$ cat src/rtl/pb_varint_stream_decoder.sv
// rtl/pb_varint_stream_decoder.sv - protobuf varint byte-stream decoder (raw, zigzag, key modes)
// One byte per cycle in, one registered result out; overlength varints are drained and flagged.
module pb_varint_stream_decoder #(
  parameter int MAX_BITS = 64
) (
  input  logic                clk,
  input  logic                rst,
  input  logic [1:0]          mode,
  input  logic                in_valid,
  input  logic [7:0]          in_data,
  output logic                in_ready,
  output logic                out_valid,
  input  logic                out_ready,
  output logic [MAX_BITS-1:0] out_value,
  output logic [2:0]          out_wire_type,
  output logic [7:0]          out_nbytes,
  output logic                out_err,
  output logic [15:0]         err_count
);

  localparam int MAX_BYTES = (MAX_BITS + 6) / 7;
  localparam int WW        = MAX_BITS + 7;

  typedef enum logic [1:0] {IDLE, ACCUM, DRAIN, OUT} state_t;

  state_t                state_q;
  logic [MAX_BITS-1:0]   acc_q;
  logic                  ovf_q;
  logic [7:0]            cnt_q;
  logic [1:0]            mode_q;
  logic                  out_valid_q;
  logic [MAX_BITS-1:0]   out_value_q;
  logic [2:0]            out_wire_type_q;
  logic [7:0]            out_nbytes_q;
  logic                  out_err_q;
  logic [15:0]           err_count_q;

  logic                  first_byte;
  logic [1:0]            mode_d;
  logic [7:0]            k;
  logic [7:0]            cnt_d;
  logic [10:0]           sh_amt;
  logic [WW-1:0]         shifted;
  logic [MAX_BITS-1:0]   acc_d;
  logic                  ovf_d;
  logic [MAX_BITS-1:0]   value_d;
  logic [2:0]            wire_type_d;
  logic                  bad_wt_d;
  logic                  accept;

  assign in_ready      = !rst && ((state_q != OUT) || out_ready);
  assign accept        = in_valid && in_ready;
  assign out_valid     = out_valid_q;
  assign out_value     = out_value_q;
  assign out_wire_type = out_wire_type_q;
  assign out_nbytes    = out_nbytes_q;
  assign out_err       = out_err_q;
  assign err_count     = err_count_q;

  // A byte taken in IDLE or OUT (the consume cycle) always opens a fresh varint.
  always_comb begin
    first_byte  = (state_q == IDLE) || (state_q == OUT);
    mode_d      = first_byte ? mode : mode_q;
    k           = first_byte ? 8'd0 : cnt_q;
    cnt_d       = (k == 8'hFF) ? 8'hFF : k + 8'd1;
    sh_amt      = 11'(k) * 11'd7;
    shifted     = WW'(in_data[6:0]) << sh_amt;
    acc_d       = (first_byte ? '0 : acc_q) | shifted[MAX_BITS-1:0];
    ovf_d       = (first_byte ? 1'b0 : ovf_q) | (|shifted[WW-1:MAX_BITS]);
    value_d     = acc_d;
    wire_type_d = 3'd0;
    bad_wt_d    = 1'b0;
    case (mode_d)
      2'd1: value_d = (acc_d >> 1) ^ {MAX_BITS{acc_d[0]}};
      2'd2: begin
        value_d     = acc_d >> 3;
        wire_type_d = acc_d[2:0];
        bad_wt_d    = (acc_d[2:1] == 2'b11);
      end
      default: value_d = acc_d;
    endcase
  end

  always_ff @(posedge clk) begin
    if (rst) begin
      state_q         <= IDLE;
      acc_q           <= '0;
      ovf_q           <= 1'b0;
      cnt_q           <= 8'd0;
      mode_q          <= 2'd0;
      out_valid_q     <= 1'b0;
      out_value_q     <= '0;
      out_wire_type_q <= 3'd0;
      out_nbytes_q    <= 8'd0;
      out_err_q       <= 1'b0;
      err_count_q     <= 16'd0;
    end else begin
      if (out_valid_q && out_ready) begin
        out_valid_q <= 1'b0;
        state_q     <= IDLE;
        if (out_err_q && (err_count_q != 16'hFFFF)) err_count_q <= err_count_q + 16'd1;
      end
      if (accept) begin
        mode_q <= mode_d;
        cnt_q  <= cnt_d;
        if (state_q == DRAIN) begin
          if (!in_data[7]) begin
            state_q         <= OUT;
            out_valid_q     <= 1'b1;
            out_value_q     <= '0;
            out_wire_type_q <= 3'd0;
            out_nbytes_q    <= cnt_d;
            out_err_q       <= 1'b1;
          end
        end else begin
          acc_q <= acc_d;
          ovf_q <= ovf_d;
          if (!in_data[7]) begin
            state_q         <= OUT;
            out_valid_q     <= 1'b1;
            out_value_q     <= value_d;
            out_wire_type_q <= wire_type_d;
            out_nbytes_q    <= cnt_d;
            out_err_q       <= ovf_d | bad_wt_d;
          end else if (k == 8'(MAX_BYTES - 1)) begin
            state_q <= DRAIN;
          end else begin
            state_q <= ACCUM;
          end
        end
      end
    end
  end

endmodule

$ cat config.mk
export PLATFORM = sky130hd
export DESIGN_NAME = pb_varint_stream_decoder
export DESIGN_NICKNAME = d
export VERILOG_FILES = /design/src/rtl/pb_varint_stream_decoder.sv
export SDC_FILE = /design/constraint.sdc
export NUM_CORES = 1
export LEC_CHECK = 0
export CAP_MARGIN = 20
export CORE_MARGIN = 3
export CORE_UTILIZATION = 32
export CTS_CLUSTER_DIAMETER = 120
export DETAILED_ROUTE_END_ITERATION = 6
export RECOVER_POWER = 25
export SLEW_MARGIN = 30
export SYNTH_ARGS = -nofsm -noshare
export SYNTH_HDL_FRONTEND = slang
export SYNTH_SLANG_ARGS = --single-unit
$ cat constraint.sdc
create_clock -name clk -period 5.11 [get_ports clk]
set_input_delay 1.533 -clock clk [delete_from_list [all_inputs] [get_ports clk]]
set_output_delay 1.533 -clock clk [all_outputs]
set_load 0.02 [all_outputs]
Word level (Yosys, flattened, before mapping) --
Cells that the tools add are included. Widths: inputs -> output; s select.
Storage, ports and cells: flip-flop bits (word level) 170, input bits 14, logic and storage cells 68
Operators by class: add/subtract/negate cells 2, multipliers 1, eq/ne operators 9, shifts and indexed selects 1, muxes and demuxes 26, bitwise gates (word level) 6, reductions and logical operators 12
Operators by type and width (number):
- $mux 64 | 4
- $pmux 64 s2 | 1
- $shl 7x11->71 | 1
- $or 64x64->64 | 1
- $xor 63x64->64 | 1
- $add 16x1->16 const B | 1
- $mux 8 | 2
- $ne 16x16->1 const B | 1
- $mux 2 | 7
- $mux 3 | 4
- $mul 8x3->11 const B | 1
- $add 8x1->8 const B | 1
- $eq 2x2->1 const B | 4
- $eq 8x4->1 const B | 1
- $eq 8x8->1 const B | 1
- $mux 1 | 8
- $reduce_or 7->1 | 1
- $reduce_and 2->1 | 3
- $logic_and 1x1->1 | 4
- $eq 2x1->1 const B | 1
- $logic_not 2->1 | 1
- $logic_or 1x1->1 | 2
- $ne 2x2->1 const B | 1
- $not 1->1 | 2
- other kinds (2) | 3

Depth between registers and ports, before layout --
depth in word-level cells 11, gate-level depth with buffers 16

Worst setup path before layout --
No wires, ideal clock.
kind input -> output, start in rst, end out in_ready, arrival time 2.522 ns, slack 1.055 ns, stages 4, path buffers 3, path through clkbuf_1 > clkbuf_1 > buf_1 > nor2_1
Between the ends: longest elaborated chain between the ends 2
Ends and longest elaborated chain:
- start, declared | line 7 | input logic rst,
- $logic_not 1->1 | line 51 | assign in_ready = !rst && ((state_q != OUT) || out_ready);
- $logic_and 1x1->1 | line 51
- end, declared | line 11 | output logic in_ready,
No other way between the ends.

Worst setup path in the final report --
start in out_ready, end out in_ready
Between the ends: longest elaborated chain between the ends 2
Ends and longest elaborated chain:
- start, declared | line 13 | input logic out_ready,
- $logic_or 1x1->1 | line 51
- $logic_and 1x1->1 | line 51
No other way between the ends.

==> results.json <==
{
  "status": "finished, final reports clean",
  "setup_tns_ns": 0,
  "floorplan.initialDensity_pct": 32.9,
  "fin_crit_sh_pct": 90.1,
  "netlist_area_mm2": 0.0112,
  "gp_congestion": 0.865,
  "final_layout_size_suffix_gt1_share_pct": 13.2,
  "r2r_end": "out_value[46]",
  "grt_remaining_overflow": 0,
  "numCtsBuffers": 17,
  "clk_pin_slew_ns": 0.07,
  "finalClockSkew_ns": 0.0141,
  "routed_wl_um": 41000,
  "dieArea_mm2": 0.0373,
  "met1_length_um": 18100,
  "grt.total_usage_pct": 21.9,
  "remaining_drc_errors": 0,
  "nNetsFinal": 1490,
  "cts-resized-gates": 0,
  "final.min_clock_period_ns": 4.61,
  "pre_cts_ws_ns": 0.567,
  "ios": 108,
  "top_layer": "met4",
  "ys_ff_latch": 170,
  "cts-root-buf": "clkbuf_16",
  "arrival_ns": 3.07,
  "yosys_most_used_dff": "dfxtp_1",
  "hp-start": "acc_q[14]",
  "worst_skew_pair.late_latency_ns": 0.45,
  "wl_met3_um": 3530,
  "syn_avg_cell_area_um2": 7.79,
  "hold_viol": 0,
  "reg2reg_depth": 8,
  "yosysSeqAreaShare_pct": 30.4,
  "via_per_inst": 5.97,
  "synth_nets": 1459,
  "syn_to_final_growth_pct": 17.3,
  "io_buffers": 107,
  "fmax_ghz": 0.217,
  "critPathLaunchType": "primary input",
  "antenna_found_initial": 0,
  "min_to": "acc_q[14]",
  "reg2reg_from": "state_q[0]",
  "hold_path.class": "reg -> reg",
  "r2r_slack_ns": 1.56,
  "cts_tree": "built",
  "grt_pass1_vias": 11200,
  "holdPathStages": 2,
  "worst-path-max-fanout": 6,
  "synth_edf_count": 0,
  "ys_warn_count": 0,
  "fin_ws_ns": 0.505,
  "ir_drop_v": 0.000224,
  "endpoint_kind": "output port",
  "async_reset_ff_share_pct": 0,
  "maxSlewHeadroom_pct": 34.3,
  "grt_max_degree": 77,
  "p_leak_uw": 0.00439,
  "grt_first_pass_wirelength_um": 64600,
  "cpPeakStageDelay_ns": 0.66,
  "p_per_area_mw_per_mm2": 281,
  "ant_nets": 0,
  "synth.distinct_cells": 73,
  "route.met2.wl_um": 18400,
  "path_cells": "dlygate4sd3_1 > nor2b_1 > nor2_1 > clkdlybuf4s50_1",
  "drt_pass1_iterations": 5,
  "wl_per_cell_um": 21.2,
  "cp_slowest_cell": "dlygate4sd3_1",
  "worst_pin_slew_ns": 0.980,
  "cts.htree.levels": 4,
  "die_h_um": 193,
  "die_x_um": 193,
  "grt_setup_unrepaired": "no",
  "drt_iter0_markers": 1202,
  "setup_viol": 0,
  "cts_setup_buffers": 0,
  "final_cell_mix": "nor2_1 (257), dfxtp_1 (170), nand2_1 (140)",
  "drv_slew": 0,
  "n_fill_cell": 3544,
  "rows": 67,
  "place_hpwl_um": 25900,
  "layout_commonest_cell": "nor2_1",
  "antenna-diode-count": 0,
  "cp.required_ns": 3.58,
  "place_area_mm2": 0.0126,
  "netlist_instances": 1438,
  "drv_cap": 0,
  "critPathKind": "in -> out",
  "cts.sinks": 170,
  "clock_path_buffers": 2,
  "design_area_mm2": 0.0131,
  "design.core.area_mm2": 0.0340,
  "holdBufCountCts": 0,
  "vias": 11500
}
-- routing by layer --
metal  track usage, %  vias up
met5                0        -
met4             6.73        0
met3             3.78       83
met2             34.5      572
met1             30.6     5510
li1                 -     5364
-- how the worst max path moves through the flow --
| stage | start | cells after the start | end |
|---|---|---|---|
| floorplan | rst | 4 | in_ready |
| global placement | out_ready | 4 | in_ready |
| detailed placement | out_ready | 8 | out_value[60] |
| CTS | out_ready | 4 | in_ready |
| global route | out_ready | 4 | in_ready |
| finish | out_ready | 4 | in_ready |
-- synthesized netlist by cell type, types with 5 or more instances --
cell type  number  area share, %
a211oi_1       25            1.7
nand3_1        17           0.76
buf_1           8           0.27
o31ai_1         6           0.40
ha_1            7           0.78
a21o_1          5           0.34
nand2_1       140            4.7
nor2b_1         9           0.50
a31oi_1        54            3.0
o2111ai_1      53            4.1
inv_1          15           0.50
a21oi_1        44            2.0
a22oi_1         6           0.40
o22ai_1         7           0.39
nor2_1        258            8.6
xnor2_1        66            5.2
buf_4           6           0.40
and2_1          8           0.45
buf_6          11            1.1
a32oi_1         6           0.47
and2_4         44            3.4
dfxtp_1       170             30
buf_2          35            1.6
o21ai_0        81            3.6
or3_1           6           0.34
o211ai_1       15            1.0
clkbuf_1       78            2.6
a2111oi_2      41            5.5
nor3_1         68            3.0
a211o_1         6           0.47
nand4_1         9           0.50
o32ai_1        48            3.8
-- stage by stage --
stage,total power (uW),cells,utilization (%),hold WS (ns)
floorplan,2150,1438,-,0.436
global placement,2450,1898,37.0,0.448
detailed placement,2470,1898,37.0,0.455
CTS,3710,1930,38.6,0.465
global route,3850,1930,38.6,0.494
finish,3700,1930,38.6,0.465
-- worst max-delay path: cells and delay by family --
family,cells,cell delay (ns)
buffers and inverters,2,1.29
AND/OR/NAND/NOR,2,0.25
-- sequential cells by signal (all words and copies together), names as in the netlist --
register	count
acc_q	64
out_valid	1
err_count	16
ovf_q	1
out_wire_type	3
state_q	2
out_nbytes	8
out_err	1
cnt_q	8
out_value	64
mode_q	2
-- area by class of cell --
cell class                      count  area [um2]  area share (%)
Clock inverter                     13        95.1           0.724
Tap cell                          448         561            4.27
Multi-Input combinational cell   1114        7130            54.3
Inverter                           16        60.1           0.457
Timing Repair Buffer              150        1440            11.0
Clock buffer                       19         443            3.37
Sequential cell                   170        3400            25.9
-- logic make-up (layout without fill, tap and decap cells) --
logic type	Yosys count	in the layout	synth area share (%)
mux	3	3	0.268
fa+ha+maj	7	7	0.782
xor+xnor	70	70	5.48
flops	170	170	30.4
simple gates	586	586	24.6
compound gates	448	448	32.0
buf+inv	154	198	6.49
-- where the power goes --
group | switching (uW) | total (uW) | internal (uW)
clock | 612 | 1250 | 637
combinational | 641 | 1000 | 363
sequential | 58.1 | 1440 | 1390
total | 1310 | 3700 | 2390
Power figures use the tool's default switching activity.
